**config.mk**
```make
export PLATFORM = sky130hd
export DESIGN_NAME = sequence_generator
export DESIGN_NICKNAME = d
export VERILOG_FILES = /design/src/rtl/sequence_generator.sv
export SDC_FILE = /design/constraint.sdc
export NUM_CORES = 1
export LEC_CHECK = 0
export ABC_CLOCK_PERIOD_IN_PS = 4300
export BUFFER_PORTS_ARGS = -buffer_cell sky130_fd_sc_hd__buf_2
export CAP_MARGIN = 20
export CORE_ASPECT_RATIO = 1.25
export CORE_UTILIZATION = 35
export DETAILED_ROUTE_END_ITERATION = 7
export SLEW_MARGIN = 10
export SYNTH_ARGS = -nofsm -noshare
export SYNTH_HDL_FRONTEND = slang
export SYNTH_SLANG_ARGS = --single-unit
```
**constraint.sdc**
```tcl
create_clock -name clk -period 4.3 [get_ports clk]
set_clock_uncertainty 0.15 [all_clocks]
set_input_delay 0.43 -clock clk [delete_from_list [all_inputs] [get_ports clk]]
set_output_delay 0.43 -clock clk [all_outputs]
set_load 0.03 [all_outputs]
```
**src/rtl/sequence_generator.sv**
```systemverilog
`timescale 1ns/1ps
// -----------------------------------------------------------------------------
// sequence_generator
//
// Serial pattern transmitter. A WIDTH-bit word is accepted over a valid/ready
// handshake and shifted out MSB-first on `seq`, one bit per clock. A fixed
// idle gap of GAP_CYCLES zero cycles follows each frame, and completed frames
// are counted in a wrapping counter.
//
// Optional feature (compile-time macro SEQ_GEN_PARITY_EN):
//   When defined, an even-parity bit (XOR of the word) is appended after the
//   last data bit and carries seq_last. When undefined, no parity logic exists.
//
// Ports:
//   clk        in   system clock, rising edge
//   reset      in   asynchronous active-low reset
//   pat_data   in   [WIDTH-1:0] pattern word, sampled on handshake
//   pat_valid  in   pat_data is valid
//   pat_ready  out  block accepts a word this cycle
//   seq        out  serial bit stream (0 whenever seq_valid=0)
//   seq_valid  out  seq carries a frame bit this cycle
//   seq_last   out  high with the final bit of a frame
//   busy       out  frame or gap in progress
//   frame_cnt  out  [CNT_W-1:0] completed frames, wraps silently
//
// All outputs come straight from flops.
// -----------------------------------------------------------------------------
module sequence_generator #(
  parameter int WIDTH      = 4,  // 2..16
  parameter int GAP_CYCLES = 1,  // 0..15
  parameter int CNT_W      = 8
) (
  input  logic             clk,
  input  logic             reset,
  input  logic [WIDTH-1:0] pat_data,
  input  logic             pat_valid,
  output logic             pat_ready,
  output logic             seq,
  output logic             seq_valid,
  output logic             seq_last,
  output logic             busy,
  output logic [CNT_W-1:0] frame_cnt
);

`ifdef SEQ_GEN_PARITY_EN
  localparam int FRAME_BITS = WIDTH + 1;
`else
  localparam int FRAME_BITS = WIDTH;
`endif
  localparam int               BIT_W    = $clog2(FRAME_BITS);
  localparam logic [BIT_W-1:0] LAST_BIT = BIT_W'(FRAME_BITS - 1);
  // The gap counter counts down to zero, so it is loaded with one less than
  // the number of gap cycles.
  localparam logic [3:0]       GAP_LOAD = (GAP_CYCLES > 0) ? 4'(GAP_CYCLES - 1) : 4'd0;

  typedef enum logic [1:0] {
    ST_IDLE,
    ST_SHIFT,
    ST_GAP
  } state_e;

  state_e           state_q,     state_d;
  logic [WIDTH-1:0] shift_q,     shift_d;
  logic [BIT_W-1:0] bit_q,       bit_d;
  logic [3:0]       gap_q,       gap_d;
  logic             pat_ready_q, pat_ready_d;
  logic             busy_q,      busy_d;
  logic             seq_q,       seq_d;
  logic             seq_valid_q, seq_valid_d;
  logic             seq_last_q,  seq_last_d;
  logic [CNT_W-1:0] frame_cnt_q, frame_cnt_d;
  logic [BIT_W-1:0] bit_inc;
`ifdef SEQ_GEN_PARITY_EN
  logic             parity_q,    parity_d;
`endif

  assign bit_inc = bit_q + 1'b1;

  // Next-state and next-output logic.
  // NOTE: every variable gets its hold value first, so no path through the
  // case statement can leave one unassigned and infer a latch.
  always_comb begin
    state_d     = state_q;
    shift_d     = shift_q;
    bit_d       = bit_q;
    gap_d       = gap_q;
    pat_ready_d = pat_ready_q;
    busy_d      = busy_q;
    seq_d       = seq_q;
    seq_valid_d = seq_valid_q;
    seq_last_d  = seq_last_q;
    frame_cnt_d = frame_cnt_q;
`ifdef SEQ_GEN_PARITY_EN
    parity_d    = parity_q;
`endif

    unique case (state_q)
      ST_IDLE: begin
        // pat_ready rises on the first edge after reset, so the handshake is
        // qualified with the registered ready, never with pat_valid alone.
        pat_ready_d = 1'b1;
        busy_d      = 1'b0;
        seq_d       = 1'b0;
        seq_valid_d = 1'b0;
        seq_last_d  = 1'b0;
        if (pat_valid && pat_ready_q) begin
          shift_d     = pat_data;
          bit_d       = '0;
          pat_ready_d = 1'b0;
          busy_d      = 1'b1;
          seq_d       = pat_data[WIDTH-1];
          seq_valid_d = 1'b1;
`ifdef SEQ_GEN_PARITY_EN
          parity_d    = ^pat_data;
`endif
          state_d     = ST_SHIFT;
        end
      end

      ST_SHIFT: begin
        if (bit_q == LAST_BIT) begin
          seq_d       = 1'b0;
          seq_valid_d = 1'b0;
          seq_last_d  = 1'b0;
          frame_cnt_d = frame_cnt_q + 1'b1;
          if (GAP_CYCLES > 0) begin
            gap_d   = GAP_LOAD;
            state_d = ST_GAP;
          end else begin
            pat_ready_d = 1'b1;
            busy_d      = 1'b0;
            state_d     = ST_IDLE;
          end
        end else begin
          // shift_q[WIDTH-1] is the bit on the line now, so the next one is
          // always at WIDTH-2 before the register moves up.
          shift_d    = {shift_q[WIDTH-2:0], 1'b0};
          seq_d      = shift_q[WIDTH-2];
          bit_d      = bit_inc;
          seq_last_d = (bit_inc == LAST_BIT);
`ifdef SEQ_GEN_PARITY_EN
          if (bit_q == BIT_W'(WIDTH - 1)) begin
            seq_d = parity_q;
          end
`endif
        end
      end

      ST_GAP: begin
        if (gap_q == 4'd0) begin
          pat_ready_d = 1'b1;
          busy_d      = 1'b0;
          state_d     = ST_IDLE;
        end else begin
          gap_d = gap_q - 4'd1;
        end
      end

      default: begin
        state_d = ST_IDLE;
      end
    endcase
  end

  // State and output registers.
  // NOTE: sequential state is written with non-blocking assignments so every
  // flop samples the values from before the edge, independent of order.
  always_ff @(posedge clk or negedge reset) begin
    if (!reset) begin
      state_q     <= ST_IDLE;
      shift_q     <= '0;
      bit_q       <= '0;
      gap_q       <= '0;
      pat_ready_q <= 1'b0;
      busy_q      <= 1'b0;
      seq_q       <= 1'b0;
      seq_valid_q <= 1'b0;
      seq_last_q  <= 1'b0;
      frame_cnt_q <= '0;
`ifdef SEQ_GEN_PARITY_EN
      parity_q    <= 1'b0;
`endif
    end else begin
      state_q     <= state_d;
      shift_q     <= shift_d;
      bit_q       <= bit_d;
      gap_q       <= gap_d;
      pat_ready_q <= pat_ready_d;
      busy_q      <= busy_d;
      seq_q       <= seq_d;
      seq_valid_q <= seq_valid_d;
      seq_last_q  <= seq_last_d;
      frame_cnt_q <= frame_cnt_d;
`ifdef SEQ_GEN_PARITY_EN
      parity_q    <= parity_d;
`endif
    end
  end

  assign pat_ready = pat_ready_q;
  assign seq       = seq_q;
  assign seq_valid = seq_valid_q;
  assign seq_last  = seq_last_q;
  assign busy      = busy_q;
  assign frame_cnt = frame_cnt_q;

endmodule
```
==> results.tsv, run 1 <==
metric	value	unit
end_kind	flip-flop	
design.core.area	3000	µm²
synth-edff-count	0	
critical_path_buf_inv_count	1	
netlist-cell-type-count	34	
grt_first_pass_wirelength	3.31	mm
drc_errors	0	
synth-adder-area-share	0.0445	
postSynthNetCount	116	
wl_met3	83	µm
peak_fanout_along_the_critical_path	5	
min-delay-path-class	primary input to flip-flop	
timing.critical_path.cells	inv_1 -> ha_1 -> or3b_4 -> a21o_1 -> a21o_1	
run_status	completed	
clock-sinks	24	
max_slew.worst_pin.slew	537	ps
final_antenna_net_count	0	
post_cts_resized	0	
netlist.area_leader.share	0.534	
clock_buffer_count_from_cts	3	
final_layout_size_suffix_gt1_frac	0.194	
power.sequential.fraction	0.479	
clkPwrFrac	0.124	
insertedDiodeCount	0	
power_switching_share	0.419	
synth_flop_cell	sky130_fd_sc_hd__dfrtp_1	
place.port_buffers	19	
yosys_register_bits	24	
die-width	52.7	µm
dominant_combinational_cell_family_by_area_after_synthesis	simple AND/OR/NAND/NOR gates	
relSlewSlack	0.642	
detailedPlace.worstSlack	2570	ps
final-setup-viol-count	0	
async_reset_ff_frac	1.00	
grt_max_degree	25	
place.gp.congestion	0.693	
synth.area.mux_share	0.0267	
grt_overflow	0	
yosys.area_share.xor_xnor	0.0545	
vias	817	
fraction_of_power_consumed_by_combinational_cells	0.397	
final_nets	137	
postSynthCellCount	105	
synthSimpleGateAreaFrac	0.212	
die_area	3450	µm²
htreeDepth	1	
critPathArrivalTime	1810	ps
num_io_pins	20	
crit-reg2reg-launch	gap_q[0]$_DFFE_PN0P_	
total_power	0.765	mW
antenna_found_initial	0	
fmaxAchievable	572	MHz
worstHoldPathCells	3	
met2_wirelength	935	µm
grtUsageTotal	0.130	
p_leak	0.642	nW
setup_ws	2550	ps
number_of_search_and_repair_iterations_in_the_first_detailed_routing_pass	4	
drv_slew	0	
clockRootBuffer	sky130_fd_sc_hd__clkbuf_4	
vias_per_cell	5.11	
synth_common_cells	24 x sky130_fd_sc_hd__dfrtp_1, 14 x sky130_fd_sc_hd__nand2_1, 7 x sky130_fd_sc_hd__nand3_1	
synth_top_cell_by_area	sky130_fd_sc_hd__dfrtp_1	
area_growth_syn_to_layout	13.2	%
route.top_layer_used	met4	
setup.reg_to_reg.worst_slack	2550	ps
first_global_vias	752	
max_stage_delay	420	ps
timing_hold_violations_final	0	
crit_path_top_delay_cell	sky130_fd_sc_hd__or3b_4	
critPathLaunchType	flip-flop	
tritoncts	yes	
yosys-top-cells-area	sky130_fd_sc_hd__dfrtp_1 53%, sky130_fd_sc_hd__nand2_1 4.7%, sky130_fd_sc_hd__ha_1 4.4%, sky130_fd_sc_hd__nand3_1 3.1%, sky130_fd_sc_hd__xnor2_1 3.1%	
row_count	22	
worstSkewPairLatency	300	ps
power.density_cell_area	600	nW/µm²
yosysMostFrequentCell	sky130_fd_sc_hd__dfrtp_1	
cts-root-to-sink-buffers	2	
max-cap-violations	0	
finalSetupTns	0	ps
power_switching	0.320	mW
worstPathRequired	4360	ps
synth.yosys.seq_area_share	0.534	
yosys_warnings	0	
final_min_period_over_clock_period	0.407	
postSynthAreaPerCell	10.7	µm²
routedWlPerCell	12.6	µm
internal_power	0.444	mW
fin_crit	1750	ps
wl_met1	980	µm
half_perimeter_wire_length_after_placement	1.48	mm
regToRegEndpoint	busy$_DFFE_PN0P_	
wl	2.01	mm
final.hold.worst_slack	167	ps
rsz0062_at_grt	false	
initial_core_util	0.375	
netlist_area_before_placement	1120	µm²
die_y	65.4	µm
path_depth	5	
vdd_drop_max	0.000340	V
synth_compound_gate_area_share	0.0901	
cts.reportedPaths.clkPinSlew	120	ps
crit_type	flip-flop to flip-flop	
cp-startpoint	gap_q[0]$_DFFE_PN0P_	
cp_common_cell	sky130_fd_sc_hd__a21o_1	
path_delay_family	simple AND/OR/NAND/NOR gates	
cp-endpoint	busy$_DFFE_PN0P_	
detail_route.iter0.violations	15	
ff2ff_path_depth	5	
[timing repair]
action                                  4_1_cts  5_1_grt
endpoints found under the setup margin        0        0
hold buffers                                  1        0
hold endpoints to repair                     24        0
setup buffers                                 0        0
[worst min-delay path by stage]
| stage | from | endpoint | slack [ps] |
|---|---|---|---|
| global route | pat_data[0] | shift_q[0]$_DFFE_PN0P_ | 160 |
| global placement | reset | gap_q[2]$_DFFE_PN0P_ | 300 |
| detailed placement | reset | frame_cnt[3]$_DFFE_PN0P_ | 290 |
| CTS | pat_data[0] | shift_q[0]$_DFFE_PN0P_ | 160 |
| finish | pat_data[0] | shift_q[0]$_DFFE_PN0P_ | 170 |
| floorplan | reset | bit_q[0]$_DFFE_PN0P_ | -20 |
[power groups by stage]
stage	logic, mW	clock network, mW	registers (mW)
floorplan	0.187	0	0.417
global placement	0.304	0	0.370
detailed placement	0.308	0	0.372
CTS	0.310	0.100	0.367
global route	0.339	0.108	0.378
finish	0.304	0.0949	0.366
[tightest hold or removal path, delay by kind of cell]
family / cells / cell delay [ps]
simple gates: 2 / 90
buf+inv: 1 / 70
[registers in the layout (all words and copies together) (netlist names)]
register	cells
bit_q	2
busy	1
frame_cnt	8
gap_q	4
pat_ready	1
seq	1
seq_last	1
seq_valid	1
shift_q	3
state_q	2
[layout make-up]
class / count / area, µm²
multi-input combinational: 72 / 482
fill: 296 / 1730
inverter: 5 / 18.8
timing repair buffer: 20 / 105
sequential: 24 / 601
tap: 36 / 45.0
clock buffer: 3 / 22.5
[cell families after synthesis]
| kind of cell | Yosys count |
|---|---|
| buffers and inverters | 9 |
| muxes | 3 |
| adders and majority gates | 4 |
| DFF | 24 |
| AOI/OAI and AO/OA | 16 |
| and+or+nand+nor | 42 |
| xor gates and xnor gates | 7 |
[stage by stage]
stage / cells / instance area [µm²] / utilization
floorplan: 105 / 1120 / -
global placement: 156 / 1240 / 0.414
detailed placement: 156 / 1240 / 0.414
CTS: 160 / 1270 / 0.425
global route: 160 / 1270 / 0.425
finish: 160 / 1270 / 0.425
[per-layer routing]
| layer | up-vias | GRT usage |
|---|---|---|
| met5 | - | 0 |
| met4 | 0 | 0.0493 |
| met3 | 2 | 0.0278 |
| met2 | 22 | 0.209 |
| met1 | 385 | 0.168 |
| li1 | 408 | - |
[placed cells by master (no fill, tap or decap), drive strengths merged]
cell type     n
a21oi         4
o2bb2ai       1
inv           5
a21o          3
buf          19
or3b          2
nand4b        1
nand3         7
nor3b         1
nor2b         2
dfrtp        24
and3b         1
nor2          1
nor4          1
xor2          3
mux2i         3
clkbuf        3
nor3          4
and4bb        1
nand3b        2
or2           1
o21ai         6
nand4         2
xnor2         4
nand4bb       1
ha            4
nand2        14
nand2b        1
a222oi        1
o311ai        1
dlygate4sd3   1
Note: power is estimated with default switching activity, not from simulation.
==> run 2: changes to the inputs <==
--- a/config.mk
+++ b/config.mk
@@ -5,7 +5,8 @@
 export SDC_FILE = /design/constraint.sdc
 export NUM_CORES = 1
 export LEC_CHECK = 0
-export ABC_CLOCK_PERIOD_IN_PS = 4300
+export ABC_AREA = 1
+export ABC_CLOCK_PERIOD_IN_PS = 1650
 export BUFFER_PORTS_ARGS = -buffer_cell sky130_fd_sc_hd__buf_2
 export CAP_MARGIN = 20
 export CORE_ASPECT_RATIO = 1.25
==> constraint.sdc (replaced) <==
create_clock -name clk -period 1.65 [get_ports clk]
set_clock_uncertainty 0.15 [all_clocks]
set_input_delay 0.165 -clock clk [delete_from_list [all_inputs] [get_ports clk]]
set_output_delay 0.165 -clock clk [all_outputs]
set_load 0.03 [all_outputs]
==> run 2 against run 1 <==
  * Area after synthesis increased by 6.6%
  * Sequential share of layout area decreased by 4.7 points
  * Utilization increased by 1.4 points
  * Via count increased by 17%
  * Final cell count increased by 25%
  * Worst setup slack got worse by 2400 ps
  * Synthesized cell count increased by 31%
  * Total power increased to 3.1 times the previous value
  * Critical path type unchanged
  * Critical endpoint is now frame_cnt[7]$_DFFE_PN0P_
  * Highest routed layer unchanged
==> results.tsv, run 2 <==
metric	value	unit
design.core.area	3220	µm²
wl	2.18	mm
finalSetupTns	0	ps
vdd_drop_max	0.00105	V
cts.reportedPaths.clkPinSlew	90	ps
crit-reg2reg-launch	bit_q[1]$_DFFE_PN0P_	
crit_type	flip-flop to flip-flop	
cp_common_cell	sky130_fd_sc_hd__nand2_1	
end_kind	flip-flop	
initial_core_util	0.372	
die_area	3660	µm²
tritoncts	yes	
final_min_period_over_clock_period	0.922	
synth-edff-count	0	
cp-endpoint	frame_cnt[7]$_DFFE_PN0P_	
fin_crit	1520	ps
final_antenna_net_count	0	
htreeDepth	1	
timing_hold_violations_final	0	
clock_buffer_count_from_cts	3	
die-width	54.3	µm
postSynthAreaPerCell	8.69	µm²
final-setup-viol-count	0	
row_count	23	
dp.cells	193	
yosys_warnings	0	
detail_route.iter0.violations	18	
timing.critical_path.cells	ha_1 -> nand3_4 -> nor2_4 -> nand3_1 -> nand2_1 -> nand2_1	
commonest_non_fill_non_tap_cell_in_the_layout	sky130_fd_sc_hd__nand2_1	
synth_flop_cell	sky130_fd_sc_hd__dfrtp_1	
half_perimeter_wire_length_after_placement	1.67	mm
crit_path_top_delay_cell	sky130_fd_sc_hd__dfrtp_1	
power_switching	1.03	mW
cp-startpoint	bit_q[1]$_DFFE_PN0P_	
setup.reg_to_reg.worst_slack	130	ps
fraction_of_power_consumed_by_combinational_cells	0.425	
grt_first_pass_wirelength	3.92	mm
rsz0062_at_grt	false	
fmaxAchievable	657	MHz
drc_errors	0	
synth_common_cells	40 x sky130_fd_sc_hd__nand2_1, 24 x sky130_fd_sc_hd__dfrtp_1, 14 x sky130_fd_sc_hd__inv_1	
clockRootBuffer	sky130_fd_sc_hd__clkbuf_8	
power.density_cell_area	1660	nW/µm²
total_power	2.35	mW
num_io_pins	20	
yosys_register_bits	24	
regToRegEndpoint	frame_cnt[7]$_DFFE_PN0P_	
number_of_search_and_repair_iterations_in_the_first_detailed_routing_pass	4	
netlist.area_leader.share	0.501	
max_reg_flops	8	
drv_slew	0	
postSynthCellCount	138	
cts-root-to-sink-buffers	2	
critPathArrivalTime	1540	ps
yosysMostFrequentCell	sky130_fd_sc_hd__nand2_1	
first_global_vias	975	
routedWlPerCell	10.9	µm
grtUsageTotal	0.146	
power_switching_share	0.438	
yosys-top-cells-area	sky130_fd_sc_hd__dfrtp_1 50%, sky130_fd_sc_hd__nand2_1 13%, sky130_fd_sc_hd__nand3_1 5.4%, sky130_fd_sc_hd__inv_1 4.4%, sky130_fd_sc_hd__ha_1 4.2%	
netlist-cell-type-count	23	
worstPathRequired	1670	ps
synth_top_cell_by_area	sky130_fd_sc_hd__dfrtp_1	
power.sequential.fraction	0.404	
grt_overflow	0	
clkPwrFrac	0.170	
insertedDiodeCount	0	
max-cap-violations	0	
relSlewSlack	0.640	
synth.yosys.seq_area_share	0.501	
min-delay-path-class	primary input to flip-flop	
worstSkewPairLatency	270	ps
p_leak	0.742	nW
async_reset_ff_frac	1.00	
max_stage_delay	380	ps
clock-sinks	24	
internal_power	1.32	mW
final_nets	175	
antenna_found_initial	0	
worstHoldPathCells	5	
ff2ff_path_depth	6	
grt_max_degree	25	
place.gp.congestion	0.826	
postSynthNetCount	149	
run_status	completed	
final_layout_size_suffix_gt1_frac	0.233	
critPathLaunchType	flip-flop	
place.port_buffers	19	
vias	956	
peak_fanout_along_the_critical_path	12	
max_slew.worst_pin.slew	540	ps
stdcell_count	200	
mostFrequentLayoutCells	40 x sky130_fd_sc_hd__nand2_1, 24 x sky130_fd_sc_hd__dfrtp_1, 19 x sky130_fd_sc_hd__buf_2, 14 x sky130_fd_sc_hd__inv_1, 13 x sky130_fd_sc_hd__nand3_1	
netlist_area_before_placement	1200	µm²
die_y	67.4	µm
area_growth_syn_to_layout	18.0	%
vias_per_cell	4.78	
==> run 2: cell count changes after synthesis, moves of 4 or more <==
cell                      previous run  this run
sky130_fd_sc_hd__inv_1               5        14
sky130_fd_sc_hd__inv_2               0         4
sky130_fd_sc_hd__nand2_1            14        40
sky130_fd_sc_hd__nand3_1             7        13
sky130_fd_sc_hd__nor2_1              1         9
sky130_fd_sc_hd__nor3_1              4         0
sky130_fd_sc_hd__o21ai_0             1         7
==> run 2: metrics by stage <==
stage	hold WS, ps	area [µm²]	setup slack [ps]	util
after floorplan	-281	1200	209	-
after global placement	32.7	1330	170	0.412
after detailed placement	44.1	1330	111	0.412
after CTS	63.9	1410	94.1	0.439
after global routing	113	1410	27.3	0.439
final	60.8	1410	129	0.439
==> run 2: critical path: cells and delay by family (launching register included) <==
kind / cells / cell delay [ps]
adder cells (fa/ha/maj): 1 / 270
flip-flops: 1 / 380
AND/OR/NAND/NOR: 5 / 630
==> run 2: final cells by class <==
type	instances	area (µm²)
repair buffers	22	125
multi-input cells	95	519
inverters	18	67.6
fillers	320	1810
well taps	37	46.3
flip-flops and latches	24	601
clock buffers	4	55.1
==> run 2: power groups by stage <==
stage,combinational [mW],sequential [mW],clock [mW]
2_1_floorplan,0.611,1.12,0
3_3_place_gp,0.997,0.959,0
3_5_place_dp,1.02,0.966,0
4_1_cts,1.03,0.955,0.413
5_1_grt,1.15,0.978,0.431
6_report,1.00,0.952,0.401
==> run 2: timing repair <==
action	4_1_cts	5_1_grt
resized for setup	0	0
hold buffers	3	0
endpoints found under the hold margin	26	0
setup buffers	0	0
==> run 2: how the worst min path moves through the flow <==
stage / start / end / slack [ps]
floorplan: reset / bit_q[0]$_DFFE_PN0P_ / -280
global placement: reset / gap_q[0]$_DFFE_PN0P_ / 30
detailed placement: reset / gap_q[0]$_DFFE_PN0P_ / 40
CTS: pat_data[1] / shift_q[1]$_DFFE_PN0P_ / 60
global route: pat_data[2] / shift_q[2]$_DFFE_PN0P_ / 110
finish: pat_data[1] / shift_q[1]$_DFFE_PN0P_ / 60
==> run 2: kinds of logic after synthesis <==
group | synth area share
adder cells (fa/ha/maj) | 0.0418
buffers and inverters | 0.0658
XOR/XNOR | 0.0355
flip-flops | 0.501
AO/OA/AOI/OAI | 0.0595
AND/OR/NAND/NOR | 0.296
==> run 2: layer usage <==
layer,track usage,share of wire,up-vias
li1,-,-,486
met1,0.165,0.43,448
met2,0.252,0.53,20
met3,0.0315,0.034,2
met4,0.0705,0.0087,0
met5,0,0,-
